$ cat config.mk
export PLATFORM = sky130hd
export DESIGN_NAME = calc_operand_fsm
export DESIGN_NICKNAME = d
export VERILOG_FILES = /design/src/rtl/calc_operand_fsm.sv
export SDC_FILE = /design/constraint.sdc
export NUM_CORES = 1
export LEC_CHECK = 0
export BUFFER_PORTS_ARGS = -buffer_cell sky130_fd_sc_hd__buf_2
export CORE_MARGIN = 4
export CORE_UTILIZATION = 60
export CTS_BUF_LIST = sky130_fd_sc_hd__clkbuf_8
export DETAILED_ROUTE_END_ITERATION = 10
export PLACE_DENSITY = 0.86
export SETUP_SLACK_MARGIN = 0.15
export SYNTH_ARGS = -nofsm -noshare
export SYNTH_HDL_FRONTEND = slang
export SYNTH_SLANG_ARGS = --single-unit
$ cat constraint.sdc
create_clock -name CLK100MHZ -period 4.02 [get_ports CLK100MHZ]
set_input_delay 0.201 -clock CLK100MHZ [delete_from_list [all_inputs] [get_ports CLK100MHZ]]
set_output_delay 0.201 -clock CLK100MHZ [all_outputs]
set_load 0.01 [all_outputs]
$ cat src/rtl/calc_operand_fsm.sv
// calc_operand_fsm
//   Captures two operands and an opcode from the switches on debounced enter
//   presses and computes the ALU result. OP1, OP2, result and state are handed
//   to the 7-segment display stage.
//   Optional feature macro: CALC_UNDO_EN. When it is defined, a rising edge on
//   undo steps back one state. When it is undefined, the undo port is ignored.
//   An enter held high through reset release never counts as a press. The
//   edge detectors are disarmed for the first clock after release.
module calc_operand_fsm #(
    parameter int N = 16
) (
    input  logic         CLK100MHZ,
    input  logic         rst,
    input  logic [N-1:0] SW,
    input  logic         enter,
    input  logic         undo,
    output logic [N-1:0] OP1,
    output logic [N-1:0] OP2,
    output logic [N-1:0] result,
    output logic [1:0]   state,
    output logic [1:0]   opcode,
    output logic         carry,
    output logic         result_vld
);

    typedef enum logic [1:0] {
        WAIT_OP1    = 2'd0,
        WAIT_OP2    = 2'd1,
        WAIT_OPCODE = 2'd2,
        SHOW_RESULT = 2'd3
    } state_t;

    state_t       state_r;
    logic         enter_q_r;
    logic         arm_r;
    logic         enter_evt_s;
    logic [N:0]   alu_s;

    // ALU: the MSB of the return value is the carry/borrow, and the low N bits are the result.
    function automatic logic [N:0] alu_f(input logic [N-1:0] a,
                                         input logic [N-1:0] b,
                                         input logic [1:0]   op);
        logic [N:0] r;
        case (op)
            2'b00:   r = {1'b0, a} + {1'b0, b};
            2'b01:   r = {(a < b), a - b};
            2'b10:   r = {1'b0, a | b};
            2'b11:   r = {1'b0, a & b};
            default: r = {(N+1){1'b0}};
        endcase
        return r;
    endfunction

    assign enter_evt_s = enter & ~enter_q_r & arm_r;
    assign alu_s       = alu_f(OP1, OP2, SW[1:0]);
    assign state       = state_r;

`ifdef CALC_UNDO_EN
    logic undo_q_r;
    logic undo_evt_s;

    assign undo_evt_s = undo & ~undo_q_r & arm_r;

    // Undo edge-detect history.
    always_ff @(posedge CLK100MHZ or posedge rst) begin
        if (rst) begin
            undo_q_r <= 1'b0;
        end else begin
            undo_q_r <= undo;
        end
    end
`else
    logic unused_undo_s;

    assign unused_undo_s = undo;
`endif

    // Enter edge-detect history, plus the arm flag that blocks the first cycle after reset release.
    always_ff @(posedge CLK100MHZ or posedge rst) begin
        if (rst) begin
            enter_q_r <= 1'b0;
            arm_r     <= 1'b0;
        end else begin
            enter_q_r <= enter;
            arm_r     <= 1'b1;
        end
    end

    // Operand/opcode capture FSM with registered outputs.
    always_ff @(posedge CLK100MHZ or posedge rst) begin
        if (rst) begin
            state_r    <= WAIT_OP1;
            OP1        <= {N{1'b0}};
            OP2        <= {N{1'b0}};
            result     <= {N{1'b0}};
            opcode     <= 2'b00;
            carry      <= 1'b0;
            result_vld <= 1'b0;
        end else if (enter_evt_s) begin
            case (state_r)
                WAIT_OP1: begin
                    OP1     <= SW;
                    state_r <= WAIT_OP2;
                end
                WAIT_OP2: begin
                    OP2     <= SW;
                    state_r <= WAIT_OPCODE;
                end
                WAIT_OPCODE: begin
                    opcode     <= SW[1:0];
                    result     <= alu_s[N-1:0];
                    carry      <= alu_s[N];
                    result_vld <= 1'b1;
                    state_r    <= SHOW_RESULT;
                end
                SHOW_RESULT: begin
                    OP1        <= {N{1'b0}};
                    OP2        <= {N{1'b0}};
                    result     <= {N{1'b0}};
                    opcode     <= 2'b00;
                    carry      <= 1'b0;
                    result_vld <= 1'b0;
                    state_r    <= WAIT_OP1;
                end
                default: begin
                    OP1        <= {N{1'b0}};
                    OP2        <= {N{1'b0}};
                    result     <= {N{1'b0}};
                    opcode     <= 2'b00;
                    carry      <= 1'b0;
                    result_vld <= 1'b0;
                    state_r    <= WAIT_OP1;
                end
            endcase
`ifdef CALC_UNDO_EN
        end else if (undo_evt_s) begin
            case (state_r)
                WAIT_OP1: begin
                    state_r <= WAIT_OP1;
                end
                WAIT_OP2: begin
                    OP1     <= {N{1'b0}};
                    state_r <= WAIT_OP1;
                end
                WAIT_OPCODE: begin
                    OP2     <= {N{1'b0}};
                    state_r <= WAIT_OP2;
                end
                SHOW_RESULT: begin
                    result     <= {N{1'b0}};
                    carry      <= 1'b0;
                    opcode     <= 2'b00;
                    result_vld <= 1'b0;
                    state_r    <= WAIT_OPCODE;
                end
                default: begin
                    state_r <= WAIT_OP1;
                end
            endcase
`endif
        end else begin
            state_r <= state_r;
        end
    end

endmodule

==> impl_metrics.json, run 1 <==
{
  "async_flop_share": 1.00,
  "drive_gt1_frac": 0.154,
  "io_pins": 74,
  "synth_fa_ha_area_frac": 0.158,
  "status": "finished clean",
  "drt_pass1_iterations": 5,
  "rsz0062_at_grt": "no",
  "syn_to_final_growth_pct": 11.7,
  "clk_latency_ps": 320,
  "syn_area_per_cell_um2": 8.20,
  "worst_pin_slew_ps": 1170,
  "synth_area_um2": 4360,
  "slew_headroom": 0.217,
  "slew_violations": 0,
  "hold_viol_final": 0,
  "worst_ep_arrival_time_ps": 3240,
  "cp-end-kind": "register",
  "path_class": "register to register",
  "period_share": 0.750,
  "grt_max_degree": 57,
  "post_drt_wl_per_cell_um": 15.4,
  "finalSetupViolCount": 0,
  "synth_compound_area_frac": 0.221,
  "startpoint": "OP1[0]",
  "netlist_top_cells_area": "dfrtp_1, ha_1, o21ai_0",
  "place_hpwl_mm": 7.93,
  "use_met1": 0.379,
  "coreArea_um2": 6940,
  "skew_ps": 14.3,
  "post_cts_resized": 0,
  "path_common_cell": "inv_1",
  "cts.sinks": 56,
  "hp-start": "SW[8]",
  "max_freq_mhz": 332,
  "grt_remaining_overflow": 0,
  "nFillCells": 604,
  "ant_nets": 0,
  "powerDensity_nw_per_um2": 870,
  "numCtsBuffers": 5,
  "timing.hold.ws_ps": 147,
  "detail_route.iter0.violations": 336,
  "die_area_um2": 8700,
  "cp_cell_sequence": "inv_1 -> ha_1 -> inv_1 -> fa_1 -> nor3b_1 -> o311ai_0 -> nand4b_1 -> a31oi_1 -> and3_1 -> o21ai_0 -> a32o_1",
  "startpoint_type": "register",
  "first_global_vias": 3606,
  "fin_nets": 658,
  "required_ps": 4240,
  "use_met3": 0.0370,
  "cap_viol_max_count": 0,
  "cp_slowest_cell": "o311ai_0",
  "ctsRootBufferMaster": "clkbuf_8",
  "drcViolationCount": 0,
  "p_leak_nw": 2.40,
  "ys_types": 59,
  "routed_wirelength_mm": 10.5,
  "track_usage": 0.251,
  "yosysSeqAreaShare": 0.321,
  "ys_ff_latch": 56,
  "placementRows": 30,
  "hold_class": "input pin to register",
  "ir_worst_vdd_mv": 0.421,
  "power.total_mw": 4.24,
  "yosys_warnings": 0,
  "seqCellArea_um2": 1400,
  "critPathMaxStageDelay_ps": 520,
  "synthCells": 532,
  "htreeDepth": 2,
  "antenna_found_initial": 0,
  "diodes": 0,
  "netlist.area_leader.share": 0.321,
  "synth_ff_type": "dfrtp_1",
  "synth_top_family_by_area": "compound AO/OA/AOI/OAI gates",
  "grt_first_pass_wirelength_mm": 17.6,
  "synth_top_cell_by_area": "dfrtp_1",
  "vias": 3880,
  "use_met2": 0.380,
  "path_clk_slew_ps": 110,
  "start_util": 0.628,
  "synthXorXnorAreaFrac": 0.0201,
  "tns_ps": 0,
  "muxShareOfSynthArea": 0.0258,
  "grt_busiest_layer": "met2",
  "syn_nets": 606,
  "cts_tree": "yes",
  "final.min_clock_period_ps": 3020,
  "port_buffers": 72,
  "r2r-start": "OP1[0]",
  "gp_congestion": 0.904,
  "via_per_inst": 5.71,
  "die_h_um": 93.3,
  "synth-simple-area-share": 0.179,
  "cp_max_fo": 4,
  "synth_edf_count": 0,
  "die_w_um": 93.3,
  "cts_buffer_depth": 2,
  "multi_input_area_um2": 2650
}
## routing by layer
metal	wire, µm	vias to the layer above	share of wire
met2	4680	134	0.45
met1	5030	1804	0.48
met4	114	0	0.011
li1	-	1929	-
met5	0	-	0
met3	645	13	0.062
## worst max-delay path: cells and delay by family (launching register included)
kind,cells,cell delay [ps]
compound gates,4,1180
simple gates,3,600
fa+ha+maj,2,560
flops,1,430
buf+inv,2,160
## logic make-up after synthesis
family,count (synthesis)
and+or+nand+nor,163
muxes,10
DFF,56
adders and majority gates,54
other,1
AOI/OAI and AO/OA,156
buffers and inverters,82
xor gates and xnor gates,10
## power breakdown
part / leakage (nW) / switching, mW / total, mW / internal [mW]
Sequential: 0.711 / 0.255 / 1.06 / 0.808
Combinational: 1.63 / 1.64 / 2.74 / 1.10
Clock: 0.0642 / 0.192 / 0.437 / 0.245
Total: 2.40 / 2.08 / 4.24 / 2.16
## stage by stage
stage / cells / worst slack [ps] / instance area, µm² / util
floorplan: 532 / 1360 / 4360 / -
global placement: 672 / 1160 / 4730 / 0.682
detailed placement: 672 / 1110 / 4730 / 0.682
CTS: 679 / 1100 / 4860 / 0.700
global route: 680 / 917 / 4870 / 0.702
finish: 680 / 1000 / 4870 / 0.702
## placed cells by master, fill, tap and decap left out, drive strengths merged, types with 3 or more instances in the layout
cell type / instances
nand3: 7
clkbuf: 5
nand2b: 20
o21bai: 3
mux2i: 9
nor2b: 9
a31oi: 5
a211oi: 3
a22o: 3
dfrtp: 56
nor3: 7
o31ai: 9
a32o: 4
nand2: 72
o21ai: 73
xnor2: 9
nand4: 4
nor2: 25
o21a: 3
inv: 53
o211ai: 7
a21oi: 28
or3: 5
buf: 73
ha: 52
## sequential cells by signal (all words and copies together), names as in the netlist
register	count
OP1	16
arm_r	1
enter_q_r	1
OP2	16
result	16
carry	1
state	2
opcode	2
result_vld	1
## synth_stat cells (2+ instances only)
master / n
mux2i_1: 9
a31oi_1: 5
dfrtp_1: 56
ha_1: 52
or3_1: 5
o21ai_1: 2
a41oi_1: 2
o31ai_1: 9
o211ai_1: 7
nand4_1: 4
a211oi_1: 3
a21oi_1: 27
nand2b_1: 20
a32oi_1: 2
a2111oi_0: 2
a22o_1: 3
fa_1: 2
o311ai_0: 2
nand2_1: 72
xnor2_1: 9
nor2_1: 25
clkbuf_1: 23
and3_1: 2
buf_1: 3
o21ai_0: 71
nand3_1: 6
inv_1: 53
o21bai_1: 3
nor3_1: 7
o21a_1: 3
o221ai_1: 2
buf_2: 2
nor2b_1: 9
nor3b_1: 2
a32o_1: 4
## layout make-up
type                       count  area share
inverter                      53      0.0408
tap                           96      0.0246
multi-input combinational    394       0.543
clock inverter                 2      0.0123
clock buffer                   5      0.0141
timing repair buffer          74      0.0775
sequential                    56       0.288
## path summary, 6_finish.rpt
path | end | slack, ps | cells after the start
setup / recovery | result[14] | 1000 | 11
hold / removal | OP1[8] | 150 | 3
setup reg to reg | result[14] | 1000 | 11
hold reg to reg | result[12] | 470 | 2
max in group asynchronous | result[7] | 3120 | 2
min in group asynchronous | OP1[12] | 190 | 2
## what timing repair did
action	in CTS	in global routing
hold buffers	0	1
setup buffers	0	0
hold endpoints to repair	0	1
No activity file was read; power rests on OpenSTA's default activity.
==> inputs of run 2 (changes only) <==
- ABC_AREA: not set -> 1
- clock period: 4.02 -> 2.8 ns (I/O delays scaled with it)
==> impl_metrics.json, run 2 <==
{
  "status": "finished clean",
  "yosys_warnings": 0,
  "fin_nets": 840,
  "via_per_inst": 5.52,
  "muxShareOfSynthArea": 0,
  "place_hpwl_mm": 10.7,
  "synth_compound_area_frac": 0.136,
  "grt_first_pass_wirelength_mm": 21.8,
  "netlist_top_cells_area": "dfrtp_1, nand2_1, ha_1",
  "syn_area_per_cell_um2": 6.69,
  "powerDensity_nw_per_um2": 1310,
  "drive_gt1_frac": 0.145,
  "async_flop_share": 1.00,
  "syn_nets": 774,
  "cts_tree": "yes",
  "ys_ff_latch": 56,
  "path_class": "register to register",
  "cap_viol_max_count": 0,
  "synth-simple-area-share": 0.298,
  "layout_commonest_cell": "nand2_1",
  "critPathMaxStageDelay_ps": 420,
  "ctsRootBufferMaster": "clkbuf_8",
  "synthCells": 700,
  "grt_remaining_overflow": 0,
  "port_buffers": 72,
  "synth_top_cell_by_area": "dfrtp_1",
  "routed_wirelength_mm": 13.5,
  "synth_area_um2": 4690,
  "max_freq_mhz": 451,
  "period_share": 0.792,
  "die_area_um2": 9290,
  "synth_top_family_by_area": "simple AND/OR/NAND/NOR gates",
  "hold_viol_final": 0,
  "coreArea_um2": 7410,
  "final.min_clock_period_ps": 2220,
  "numCtsBuffers": 5,
  "gp_congestion": 1.01,
  "start_util": 0.632,
  "path_clk_slew_ps": 110,
  "ant_nets": 0,
  "rsz0062_at_grt": "no",
  "synth_edf_count": 0,
  "vias": 4778,
  "netlist.area_leader.share": 0.299,
  "detail_route.iter0.violations": 500,
  "slew_violations": 0,
  "cts_setup_buffers": 0,
  "path_buf_inv": 2,
  "post_drt_wl_per_cell_um": 15.6,
  "track_usage": 0.304,
  "clk_latency_ps": 310,
  "hold_class": "input pin to register",
  "tns_ps": 0,
  "skew_ps": 6.33,
  "synth_fa_ha_area_frac": 0.147,
  "first_global_vias": 4462,
  "cp_cell_sequence": "inv_1 -> ha_1 -> inv_1 -> fa_1 -> nand2_1 -> nand2_1 -> nand3_1 -> nand2_2 -> nand3_1 -> nand2_1 -> nand2_1 -> nand3_1 -> nand2_1 -> nand3_1 -> nand2_1",
  "ys_types": 38,
  "drcViolationCount": 0,
  "cts.sinks": 56,
  "synthXorXnorAreaFrac": 0.00561,
  "required_ps": 3060,
  "yosysSeqAreaShare": 0.299,
  "antenna_found_initial": 0,
  "placementRows": 31,
  "finalSetupViolCount": 0,
  "io_pins": 74,
  "synth_common_cells": "nand2_1, inv_1, nor2_1",
  "synth_ff_type": "dfrtp_1",
  "drt_pass1_iterations": 9,
  "cp_slowest_cell": "fa_1",
  "die_w_um": 96.4,
  "grt_max_degree": 33,
  "path_common_cell": "nand2_1",
  "cpLargestDelayFamily": "simple AND/OR/NAND/NOR gates",
  "ir_worst_vdd_mv": 0.692,
  "final_util": 0.708,
  "syn_to_final_growth_pct": 11.9,
  "slew_headroom": 0.550,
  "worst_ep_arrival_time_ps": 2480,
  "cp-end-kind": "register",
  "cp_max_fo": 4,
  "cts_buffer_depth": 2,
  "top_regs": "OP1 (16), OP2 (16), result (16)",
  "htreeDepth": 2,
  "yosys.cell_count.top_type": "nand2_1",
  "mostFrequentLayoutCells": "nand2_1, inv_1, buf_2",
  "die_h_um": 96.4,
  "p_leak_nw": 2.95,
  "diodes": 0,
  "worst_pin_slew_ps": 675,
  "startpoint_type": "register"
}
==> run 2: cell count changes after synthesis, sizes merged, moves of 9 or more <==
cell and delta:
o31ai -9, nor2b -9, inv +59, a21oi +12
clkbuf -17, nand2b -20, nand2 +131, mux2i -9
o21ai -14, nor2 +37, buf +9, nand3 +50
==> run 2: cell families after synthesis <==
family | count (synthesis)
XOR/XNOR | 3
flip-flops | 56
buffers and inverters | 134
other | 1
adder cells (fa/ha/maj) | 54
AND/OR/NAND/NOR | 336
AO/OA/AOI/OAI | 116
==> run 2: cell type report <==
type	instances	area [µm²]
timing repair buffer	80	425
fill	655	2170
inverter	113	424
clock buffer	5	68.8
tap	99	124
clock inverter	3	42.5
multi-input combinational	510	2760
sequential	56	1400
==> run 2: worst register-to-register path, delay by kind of cell (launching register included) <==
kind / cells / cell delay (ps)
adders and majority gates: 2 / 620
buffers and inverters: 2 / 180
DFF: 1 / 410
and+or+nand+nor: 11 / 960
==> run 2: final timing paths <==
kind / startpoint / to / slack [ps] / depth (start not counted)
worst max-delay path: OP1[0] / result[14] / 580 / 15
worst min-delay path: SW[7] / OP2[7] / 140 / 5
worst max register to register: OP1[0] / result[14] / 580 / 15
worst min register to register: opcode[1] / opcode[1] / 480 / 2
max in group asynchronous: rst / OP2[4] / 1510 / 4
min in group asynchronous: rst / OP1[15] / 470 / 3
==> run 2: repair_timing <==
action,4_1_cts,5_1_grt
hold endpoints to repair,31,0
hold buffers,2,0
gates resized for setup,0,0
==> run 2: per-layer routing <==
layer	part of all wire	vias up	global-route usage
met2	0.45	255	0.482
li1	-	2332	-
met3	0.088	36	0.0496
met5	0	-	0
met1	0.44	2155	0.429
met4	0.021	0	0.0841
==> run 2: through the flow <==
step                instance area [µm²]  cells  power, mW  hold WS, ps  setup WS [ps]
detailed placement                 5110    856       6.20          271            673
floorplan                          4690    700       4.84          171            943
CTS                                5240    866       6.78          140            639
global route                       5240    866       7.55          153            394
global placement                   5110    856       6.05          259            725
finish                             5240    866       6.87          145            582
==> run 2: where the power goes <==
| part | internal (mW) | total [mW] | switching [mW] | leakage, nW |
|---|---|---|---|---|
| clock network | 0.268 | 0.555 | 0.288 | 0.0599 |
| logic | 1.62 | 4.83 | 3.21 | 2.17 |
| registers | 1.17 | 1.49 | 0.320 | 0.720 |
